$ cat src/rtl/fpu_ret_pkg.sv
// Shared types and helpers for the FPU retire gather block.
package fpu_ret_pkg;

  localparam int NPORT         = 3;
  localparam int FPCSR_MASK_LO = 7;

  localparam int FL_INX = 0;
  localparam int FL_UNF = 1;
  localparam int FL_OVF = 2;
  localparam int FL_DZ  = 3;
  localparam int FL_INV = 4;
  localparam int FL_DEN = 5;
  localparam int FL_W   = FL_DEN + 1;

  typedef struct packed {
    logic [7:0]      tag;
    logic [FL_W-1:0] flags;
  } fpu_ret_t;

  // First requesting port at or after rr, wrapping modulo NPORT.
  function automatic logic [1:0] rr_pick(input logic [1:0] rr, input logic [NPORT-1:0] req);
    logic [1:0] pick;
    logic [2:0] s;
    logic       found;
    pick  = rr;
    found = 1'b0;
    for (int i = 0; i < NPORT; i++) begin
      s = {1'b0, rr} + 3'(i);
      if (s >= 3'(NPORT)) s = s - 3'(NPORT);
      if (!found && req[s[1:0]]) begin
        pick  = s[1:0];
        found = 1'b1;
      end
    end
    return pick;
  endfunction

  function automatic logic [1:0] next_port(input logic [1:0] p);
    return (p == 2'(NPORT - 1)) ? 2'd0 : p + 2'd1;
  endfunction

endpackage

$ cat src/rtl/fpu_ret_fifo.sv
// Per-port completion FIFO; head is read straight from storage so a word is visible the
// cycle after it is written. Pointers carry one extra wrap bit to tell full from empty.
module fpu_ret_fifo
  import fpu_ret_pkg::*;
#(
  parameter int DEPTH = 4,
  parameter int PTR_W = 2
) (
  input  logic           clk,
  input  logic           rst,
  input  logic           push,
  input  logic           pop,
  input  fpu_ret_t       din,
  output fpu_ret_t       dout,
  output logic           empty,
  output logic           full,
  output logic [PTR_W:0] count
);

  fpu_ret_t       mem_q [DEPTH];
  logic [PTR_W:0] wr_q, rd_q;
  logic           do_pop, do_push;

  assign empty   = (wr_q == rd_q);
  assign full    = (wr_q[PTR_W] != rd_q[PTR_W]) && (wr_q[PTR_W-1:0] == rd_q[PTR_W-1:0]);
  assign count   = wr_q - rd_q;
  assign do_pop  = pop & ~empty;
  // When full, the write lands in the slot being vacated by a same-cycle pop.
  assign do_push = push & (~full | do_pop);
  assign dout    = mem_q[rd_q[PTR_W-1:0]];

  always_ff @(posedge clk or posedge rst) begin
    if (rst) begin
      wr_q <= '0;
      rd_q <= '0;
    end else begin
      if (do_push) wr_q <= wr_q + 1'b1;
      if (do_pop)  rd_q <= rd_q + 1'b1;
    end
  end

  always_ff @(posedge clk) begin
    if (do_push) mem_q[wr_q[PTR_W-1:0]] <= din;
  end

endmodule

$ cat src/rtl/fpu_ret_gather.sv
// Gathers FPU completion words from three issue ports and retires them round-robin to the ROB,
// tracking sticky IEEE flags and trapping on unmasked ones. FPU_RET_BYPASS_EN adds a 0-cycle idle path.
module fpu_ret_gather
  import fpu_ret_pkg::*;
#(
  parameter int DEPTH = 4,
  parameter int PTR_W = 2
) (
  input  logic        clk,
  input  logic        rst,
  input  logic [31:0] fpcsr,
  input  logic [13:0] u1_ret,
  input  logic        u1_ret_en,
  input  logic [13:0] u3_ret,
  input  logic        u3_ret_en,
  input  logic [13:0] u5_ret,
  input  logic        u5_ret_en,
  output logic        rt_valid,
  input  logic        rt_ready,
  output logic [7:0]  rt_tag,
  output logic [5:0]  rt_flags,
  output logic [1:0]  rt_port,
  output logic [5:0]  sticky,
  input  logic        sticky_clr,
  output logic        trap_req,
  output logic        ovf_err
);

  fpu_ret_t         in_w [NPORT];
  fpu_ret_t         head [NPORT];
  logic [PTR_W:0]   cnt  [NPORT];
  logic [NPORT-1:0] in_en, push, pop, empty, full;

  assign in_w[0] = u1_ret;
  assign in_w[1] = u3_ret;
  assign in_w[2] = u5_ret;
  assign in_en   = {u5_ret_en, u3_ret_en, u1_ret_en};

  for (genvar g = 0; g < NPORT; g++) begin : g_fifo
    fpu_ret_fifo #(.DEPTH(DEPTH), .PTR_W(PTR_W)) u_fifo (
      .clk   (clk),
      .rst   (rst),
      .push  (push[g]),
      .pop   (pop[g]),
      .din   (in_w[g]),
      .dout  (head[g]),
      .empty (empty[g]),
      .full  (full[g]),
      .count (cnt[g])
    );
  end

  logic [1:0]      rr_q, rr_d, lock_port_q, lock_port_d;
  logic            lock_q, lock_d;
  logic [FL_W-1:0] sticky_q, sticky_d;
  logic            trap_q, trap_d, ovf_q, ovf_d;

  logic       any_ne, byp_act, valid, hs;
  logic [1:0] sel, byp_sel, cur_port;
  fpu_ret_t   cur_w;

  always_comb begin
    any_ne  = |(~empty);
    // A stalled presentation is pinned so a newly filled higher-priority port cannot preempt it.
    sel     = lock_q ? lock_port_q : rr_pick(rr_q, ~empty);
    byp_sel = rr_pick(rr_q, in_en);
    byp_act = 1'b0;
`ifdef FPU_RET_BYPASS_EN
    byp_act = ~any_ne & (|in_en);
`endif
    cur_port = byp_act ? byp_sel : sel;
    cur_w    = byp_act ? in_w[byp_sel] : head[sel];
    valid    = any_ne | byp_act;
    hs       = valid & rt_ready;

    pop = '0;
    if (hs && !byp_act) pop[sel] = 1'b1;

    push  = '0;
    ovf_d = ovf_q;
    for (int p = 0; p < NPORT; p++) begin
      push[p] = in_en[p] & (~full[p] | pop[p])
              & ~(byp_act & rt_ready & (byp_sel == 2'(p)));
      if (in_en[p] && (cnt[p] == (PTR_W+1)'(DEPTH)) && !pop[p]) ovf_d = 1'b1;
    end

    sticky_d = sticky_clr ? '0 : sticky_q;
    if (hs) sticky_d = sticky_d | cur_w.flags;
    trap_d = hs & (|(cur_w.flags & ~fpcsr[FPCSR_MASK_LO +: FL_W]));

    rr_d        = hs ? next_port(cur_port) : rr_q;
    lock_d      = valid & ~rt_ready;
    lock_port_d = cur_port;
  end

  always_ff @(posedge clk or posedge rst) begin
    if (rst) begin
      rr_q        <= '0;
      lock_q      <= 1'b0;
      lock_port_q <= '0;
      sticky_q    <= '0;
      trap_q      <= 1'b0;
      ovf_q       <= 1'b0;
    end else begin
      rr_q        <= rr_d;
      lock_q      <= lock_d;
      lock_port_q <= lock_port_d;
      sticky_q    <= sticky_d;
      trap_q      <= trap_d;
      ovf_q       <= ovf_d;
    end
  end

  assign rt_valid = valid;
  assign rt_tag   = valid ? cur_w.tag   : '0;
  assign rt_flags = valid ? cur_w.flags : '0;
  assign rt_port  = valid ? cur_port    : '0;
  assign sticky   = sticky_q;
  assign trap_req = trap_q;
  assign ovf_err  = ovf_q;

endmodule

$ cat config.mk
export PLATFORM = sky130hd
export DESIGN_NAME = fpu_ret_gather
export DESIGN_NICKNAME = d
export VERILOG_FILES = /design/src/rtl/fpu_ret_pkg.sv /design/src/rtl/fpu_ret_fifo.sv /design/src/rtl/fpu_ret_gather.sv
export SDC_FILE = /design/constraint.sdc
export NUM_CORES = 1
export LEC_CHECK = 0
export CORE_MARGIN = 2
export CORE_UTILIZATION = 35
export DETAILED_ROUTE_END_ITERATION = 10
export PLACE_DENSITY = 0.64
export SYNTH_ARGS = -nofsm -noshare
export SYNTH_HDL_FRONTEND = slang
export SYNTH_SLANG_ARGS = --single-unit
$ cat constraint.sdc
create_clock -name clk -period 4.95 [get_ports clk]
set_input_delay 0.99 -clock clk [delete_from_list [all_inputs] [get_ports clk]]
set_output_delay 0.99 -clock clk [all_outputs]
set_load 0.1 [all_outputs]
======== After elaboration in Yosys (flattened, before gate mapping) ========
Memories as Yosys holds them, arrays and structs flattened.
Cells that the tools add are included.
W data, S select, Z words.
storage, ports and cells
  register bits ........................... 31
  RAM bits ................................ 168
  memories ................................ 3
operators by class
  $add $sub $neg .......................... 15
  magnitude comparators ................... 9
  equality and inequality tests ........... 13
  mux-type cells .......................... 36
  bitwise gates (word level) .............. 30
  reduce and logical (&&, ||, !) cells .... 20
memories
  memory                  words  width  rd ports  clocked after memory_dff  write ports  line                source
  g_fifo[0].u_fifo.mem_q  4      14     1         0                         1            fpu_ret_fifo.sv:20  fpu_ret_t mem_q [DEPTH];
  g_fifo[1].u_fifo.mem_q  4      14     1         0                         1            fpu_ret_fifo.sv:20
  g_fifo[2].u_fifo.mem_q  4      14     1         0                         1            fpu_ret_fifo.sv:20
operators with widths
  cell                   number
  $bmux W14 S2           1
  $mux W14               2
  $add A3 B1 Y3 const B  6
  $mux W2                9
  $mux W6                3
  $mux W1                15
  $and A1 B1 Y1          12
  $logic_and A1 B1 Y1    12
  $lt A2 B3 Y1 const B   4
  $eq A3 B3 Y1           3
  $eq A3 B3 Y1 const B   3
  $sub A3 B3 Y3          3
  $mux W8                1
  $not A1 Y1             7
  $and A6 B6 Y6          1
  $bmux W1 S2            3
  $eq A2 B2 Y1           3
  $ge A3 B2 Y1 const B   2
  $not A6 Y6             1
  $or A1 B1 Y1           6
  $or A6 B6 Y6           1
  $reduce_or A6 Y1       1
  $sub A2 B2 Y2 const B  3
  $logic_not A1 Y1       5
  other kinds (14)       16

======== Depth between registers and ports, before layout ========
  depth in word-level cells ............... 22
  gate-level depth with buffers ........... 15
  gate-level depth less buffers ........... 12

======== By module ========
Synthesis repeated with hierarchy kept, for this count alone.
unflattened totals
  cell total of the unflattened synthesis .. 539
  area, all modules ....................... 8826.0 um^2
by module, submodules not included
  module          instances  cells an instance  area each (um^2)
  fpu_ret_fifo    3          120                2481.1
  fpu_ret_gather  1          179                1382.6

======== Least setup slack after synthesis ========
Ideal clock, no wire load.
  kind .................................... register -> output
  start point ............................. register g_fifo[0].u_fifo.rd_q[1]
  end point ............................... output rt_flags[3]
  arrival time ............................ 4106 ps
  setup slack ............................. -146 ps
  cell stages (with the launch flop) ...... 14
  path through ............................ dfrtp_1 > clkbuf_1 > clkbuf_1 > inv_1 > ha_1 > nand2_1 > or4_1 > a31oi_1 > a311oi_1 > a211o_1 > a21oi_4 > buf_2 > a21oi_1 > nor2_1
between the ends
  cells in the longest elaborated chain, start to end .. 17
  elaborated cells between the ends (all ways) .. 25
RTL lines
  what                                         line                                        source
  start: declaration                           fpu_ret_fifo.sv:21                          logic [PTR_W:0] wr_q, rd_q;
  start signal: assignment                     fpu_ret_fifo.sv:38                          if (do_pop) rd_q <= rd_q + 1'b1;
  $eq A3 B3 Y1                                 fpu_ret_fifo.sv:24                          assign empty = (wr_q == rd_q);
  $not A3 Y3                                   fpu_ret_gather.sv:63, fpu_ret_gather.sv:65
  $bmux W1 S2                                  fpu_ret_pkg.sv:30                           if (!found && req[s[1:0]]) begin
  $mux W1 (not written as such)                fpu_ret_pkg.sv:30
  $mux W1                                      fpu_ret_pkg.sv:30
  $logic_not A1 Y1                             fpu_ret_pkg.sv:30
  $logic_and A1 B1 Y1                          fpu_ret_pkg.sv:30
  $mux W1                                      fpu_ret_pkg.sv:30
  $logic_not A1 Y1                             fpu_ret_pkg.sv:30
  $logic_and A1 B1 Y1                          fpu_ret_pkg.sv:30
  $mux W2                                      fpu_ret_pkg.sv:30
  $mux W2                                      fpu_ret_gather.sv:65                        sel = lock_q ? lock_port_q : rr_pick(rr_q, ~empty);
  $not A2 Y3 (not written as such)             fpu_ret_gather.sv:72                        cur_w = byp_act ? in_w[byp_sel] : head[sel];
  $bmux W14 S2                                 fpu_ret_gather.sv:72
  $mux W14 (not written as such) (2 in a row)  fpu_ret_gather.sv:72
  $mux W6 *                                    fpu_ret_gather.sv:116                       assign rt_flags = valid ? cur_w.flags : '0;
  end: declaration                             fpu_ret_gather.sv:21                        output logic [5:0] rt_flags,
Mark *: on every way between the ends. The rest lies on a longest branch, timed or not. The select of a mux whose other input is x is not followed.

======== Worst setup path in the final report ========
  start point ............................. register g_fifo[2].u_fifo.wr_q[0]
  end point ............................... output rt_flags[1]
between the ends
  cells in the longest elaborated chain, start to end .. 17
  elaborated cells between the ends (all ways) .. 24
RTL lines
  what                                         line                                        source
  start: declaration                           fpu_ret_fifo.sv:21
  start signal: assignment                     fpu_ret_fifo.sv:37                          if (do_push) wr_q <= wr_q + 1'b1;
  $eq A3 B3 Y1 *                               fpu_ret_fifo.sv:24
  $not A3 Y3 *                                 fpu_ret_gather.sv:63, fpu_ret_gather.sv:65
  $bmux W1 S2                                  fpu_ret_pkg.sv:30
  $mux W1 (not written as such)                fpu_ret_pkg.sv:30
  $mux W1                                      fpu_ret_pkg.sv:30
  $logic_not A1 Y1                             fpu_ret_pkg.sv:30
  $logic_and A1 B1 Y1                          fpu_ret_pkg.sv:30
  $mux W1                                      fpu_ret_pkg.sv:30
  $logic_not A1 Y1                             fpu_ret_pkg.sv:30
  $logic_and A1 B1 Y1                          fpu_ret_pkg.sv:30
  $mux W2                                      fpu_ret_pkg.sv:30
  $mux W2                                      fpu_ret_gather.sv:65
  $not A2 Y3 (not written as such)             fpu_ret_gather.sv:72
  $bmux W14 S2                                 fpu_ret_gather.sv:72
  $mux W14 (not written as such) (2 in a row)  fpu_ret_gather.sv:72
  $mux W6 *                                    fpu_ret_gather.sv:116
Marks and branches as above.

==> impl_metrics.env <==
export IMPL_status="completed"
export IMPL_syn_inst=511
export IMPL_cts_tree="done"
export IMPL_finalHoldViolCount=0
export IMPL_slew_headroom_pct=35.05
export IMPL_syn_num_nets=615
export IMPL_row_count=57
export IMPL_vias=4710
export IMPL_synthArstFlopShare_pct=15.58
export IMPL_yosysTopAreaCell="edfxtp_1"
export IMPL_critPathBufInv=2
export IMPL_drive_gt1_share_pct=22.13
export IMPL_post_route_period_util_pct=94.22
export IMPL_clkSlewWorstSetupHoldPaths_ns=0.08
export IMPL_ant_nets=0
export IMPL_io_pins=106
export IMPL_critPathMaxFanout=16
export IMPL_synth_area_sq_um=8566
export IMPL_clock_root_buffer="clkbuf_16"
export IMPL_setup_viol=0
export IMPL_firstDrtPassIters=4
export IMPL_cpMaxStageDelayCell="mux2_2"
export IMPL_antenna_found_initial=0
export IMPL_clockBufferDepth=2
export IMPL_gp_congestion=0.7753
export IMPL_period_minus_slack_ns=4.664
export IMPL_synth_edff_count=168
export IMPL_vias_per_cell=4.947
export IMPL_cp_data_required_time_ns=3.96
export IMPL_cts_made_buffers=17
export IMPL_grt_pass1_wl_um=28290
export IMPL_start_util_pct=35.43
export IMPL_wirelength_um=17840
export IMPL_critPathKind="flop to output pin"
export IMPL_synth_seq_cells=199
export IMPL_grt_pass1_vias=4976
export IMPL_finalCoreUtilization_pct=43.94
export IMPL_avgSynthCellArea_sq_um=16.76
export IMPL_maxCapViolCount=0
export IMPL_finalMaxSlewViolations=0
export IMPL_detailed_place_hpwl_um=12650
export IMPL_fp_dieArea_sq_um=25740
export IMPL_worst_slew_pin_slew_ns=0.9711
export IMPL_cp_end_kind="output pin"
export IMPL_synth_most_common_cell="edfxtp_1"
export IMPL_crit_family="simple AND/OR/NAND/NOR gates"
export IMPL_rsz0062_at_grt="no"
export IMPL_setup_tns_ns=0
export IMPL_syn_to_final_growth_pct=24.03
export IMPL_fin_nets=719
export IMPL_port_buffers=79
export IMPL_die_x_um=160.4
export IMPL_grt_max_degree=32
export IMPL_synth_warnings=0
export IMPL_first_iter_violations=282
export IMPL_core_area_sq_um=24180
export IMPL_synth_commonest_cells="edfxtp_1, mux4_2, dfrtp_1, nor2_1"
export IMPL_overflow=0
export IMPL_wire_per_inst_um=18.74
export IMPL_ys_flop_type="edfxtp_1"
export IMPL_finClkSkew_ns=0.009805
export IMPL_dieHeight_um=160.4
export IMPL_hp_class="flop to flop"
export IMPL_path_cells="inv_1 > ha_1 > nand2_1 > or3_4 > nor4_1 > a21oi_1 > a211o_1 > nand2_2 > mux2_2 > nor2_2 > buf_12"
export IMPL_clock_latency_ns=0.43
export IMPL_yosys_area_top_type_share_pct=58.90
export IMPL_ys_top_cells_by_area="edfxtp_1, mux4_2, dfrtp_1, ha_1, mux2i_1"
export IMPL_fmax_mhz=214.4
export IMPL_cp_start_kind="flop"
export IMPL_grtUsageTotal_pct=14.55
export IMPL_synthDistinctLibCells=58
export IMPL_n_antenna_cell=0
export IMPL_route_detailed_drc=0
export IMPL_clock_sinks=199
export IMPL_crit_arrival_ns=3.67
export IMPL_cp_slowest_stage_delay_ns=0.44
export IMPL_cts_resized=0
export IMPL_htreeDepth=4
export IMPL_ys_seq_area_share_pct=67.95
kinds of logic (layout without fill, tap and decap cells):
logic type / Yosys count / count (layout) / synth area share [%]
multiplexers: 59 / 59 / 13.12
AND/OR/NAND/NOR: 100 / 100 / 5.814
adder cells (fa/ha/maj): 23 / 23 / 3.360
XOR/XNOR: 17 / 17 / 1.826
buffers and inverters: 44 / 161 / 2.118
flip-flops: 199 / 199 / 67.95
AO/OA/AOI/OAI: 69 / 69 / 5.814
per-stage QoR:
stage	hold slack, ns	worst slack, ns	cells	area (sq um)
after CTS	0.5256	0.1060	949	10580
after global routing	0.5664	0.06483	952	10620
final	0.5056	0.2862	952	10620
after floorplan	0.5142	0.04681	511	8593
after global placement	0.5122	0.7483	917	9998
after detailed placement	0.5088	0.5914	917	9998
worst reg2reg max path, cell delays in order, from the launching register on:
cell and delay (ns):
dfrtp_1 0.39, inv_1 0.11, ha_1 0.29, nand2_1 0.17, or3_4 0.40, nor4_1 0.30
a21oi_1 0.14, a21oi_4 0.38, nand4_1 0.22, and2b_1 0.26, a21boi_2 0.31, and2_1 0.71
area by class of cell:
class / instances / area [sq um]
Clock buffer: 17 / 425.4
Clock inverter: 15 / 152.6
Fill cell: 2086 / 13550
Inverter: 29 / 116.4
Multi-Input combinational cell: 268 / 2597
Sequential cell: 199 / 5821
Tap cell: 324 / 405.4
Timing Repair Buffer: 100 / 1106
cell usage in the layout, fill, tap and decap left out, types with 4 or more instances in the layout:
cell	synthesis	layout
a21oi_1	21	21
a31oi_1	4	4
and2_1	16	16
buf_12	0	16
buf_4	1	22
clkbuf_16	0	17
clkdlybuf4s50_1	0	62
dfrtp_1	31	31
edfxtp_1	168	168
ha_1	23	23
inv_1	28	28
inv_8	1	7
mux2_1	5	5
mux2i_1	11	11
mux4_2	42	42
nand2_1	28	28
nand3_1	5	5
nor2_1	29	18
nor2_2	0	11
o21ai_0	10	10
o22ai_1	8	8
xnor2_1	10	10
xor2_1	6	6
layer usage:
layer | GRT usage [%] | routed length [um] | part of all wire [%]
met1 | 19.11 | 7599 | 43
met4 | 3.726 | 245 | 1.4
met3 | 3.435 | 923 | 5.2
met2 | 24.49 | 9069 | 51
met5 | 0 | 0 | 0
timing repair:
item                       CTS  global route
hold endpoints to repair     0             0
setup endpoints to repair    0             7
hold buffers                 0             0
setup buffers                0             3
worst paths after layout:
| kind | start | endpoint | slack [ns] | cells past startpoint |
|---|---|---|---|---|
| worst max-delay path | g_fifo[2].u_fifo.wr_q[0] | rt_flags[1] | 0.29 | 11 |
| worst min-delay path | ovf_err | ovf_err | 0.51 | 2 |
| worst max register to register | g_fifo[2].u_fifo.wr_q[0] | g_fifo[0].u_fifo.mem_q[3][6] | 0.89 | 11 |
| worst min register to register | ovf_err | ovf_err | 0.51 | 2 |
| max in group asynchronous | rst | sticky[2] | 3.65 | 3 |
| min in group asynchronous | rst | g_fifo[0].u_fifo.rd_q[1] | 0.96 | 3 |
flip-flops by register name, summed over array words and instances, names as in the netlist:
name,cells
ovf_err,1
lock_q,1
sticky,6
trap_req,1
g_fifo.u_fifo.wr_q,9
g_fifo.u_fifo.mem_q,168
rr_q,2
g_fifo.u_fifo.rd_q,9
lock_port_q,2
Power is not shown: default switching activity piles up to over one toggle a cycle in this logic, so the estimate is an artifact.
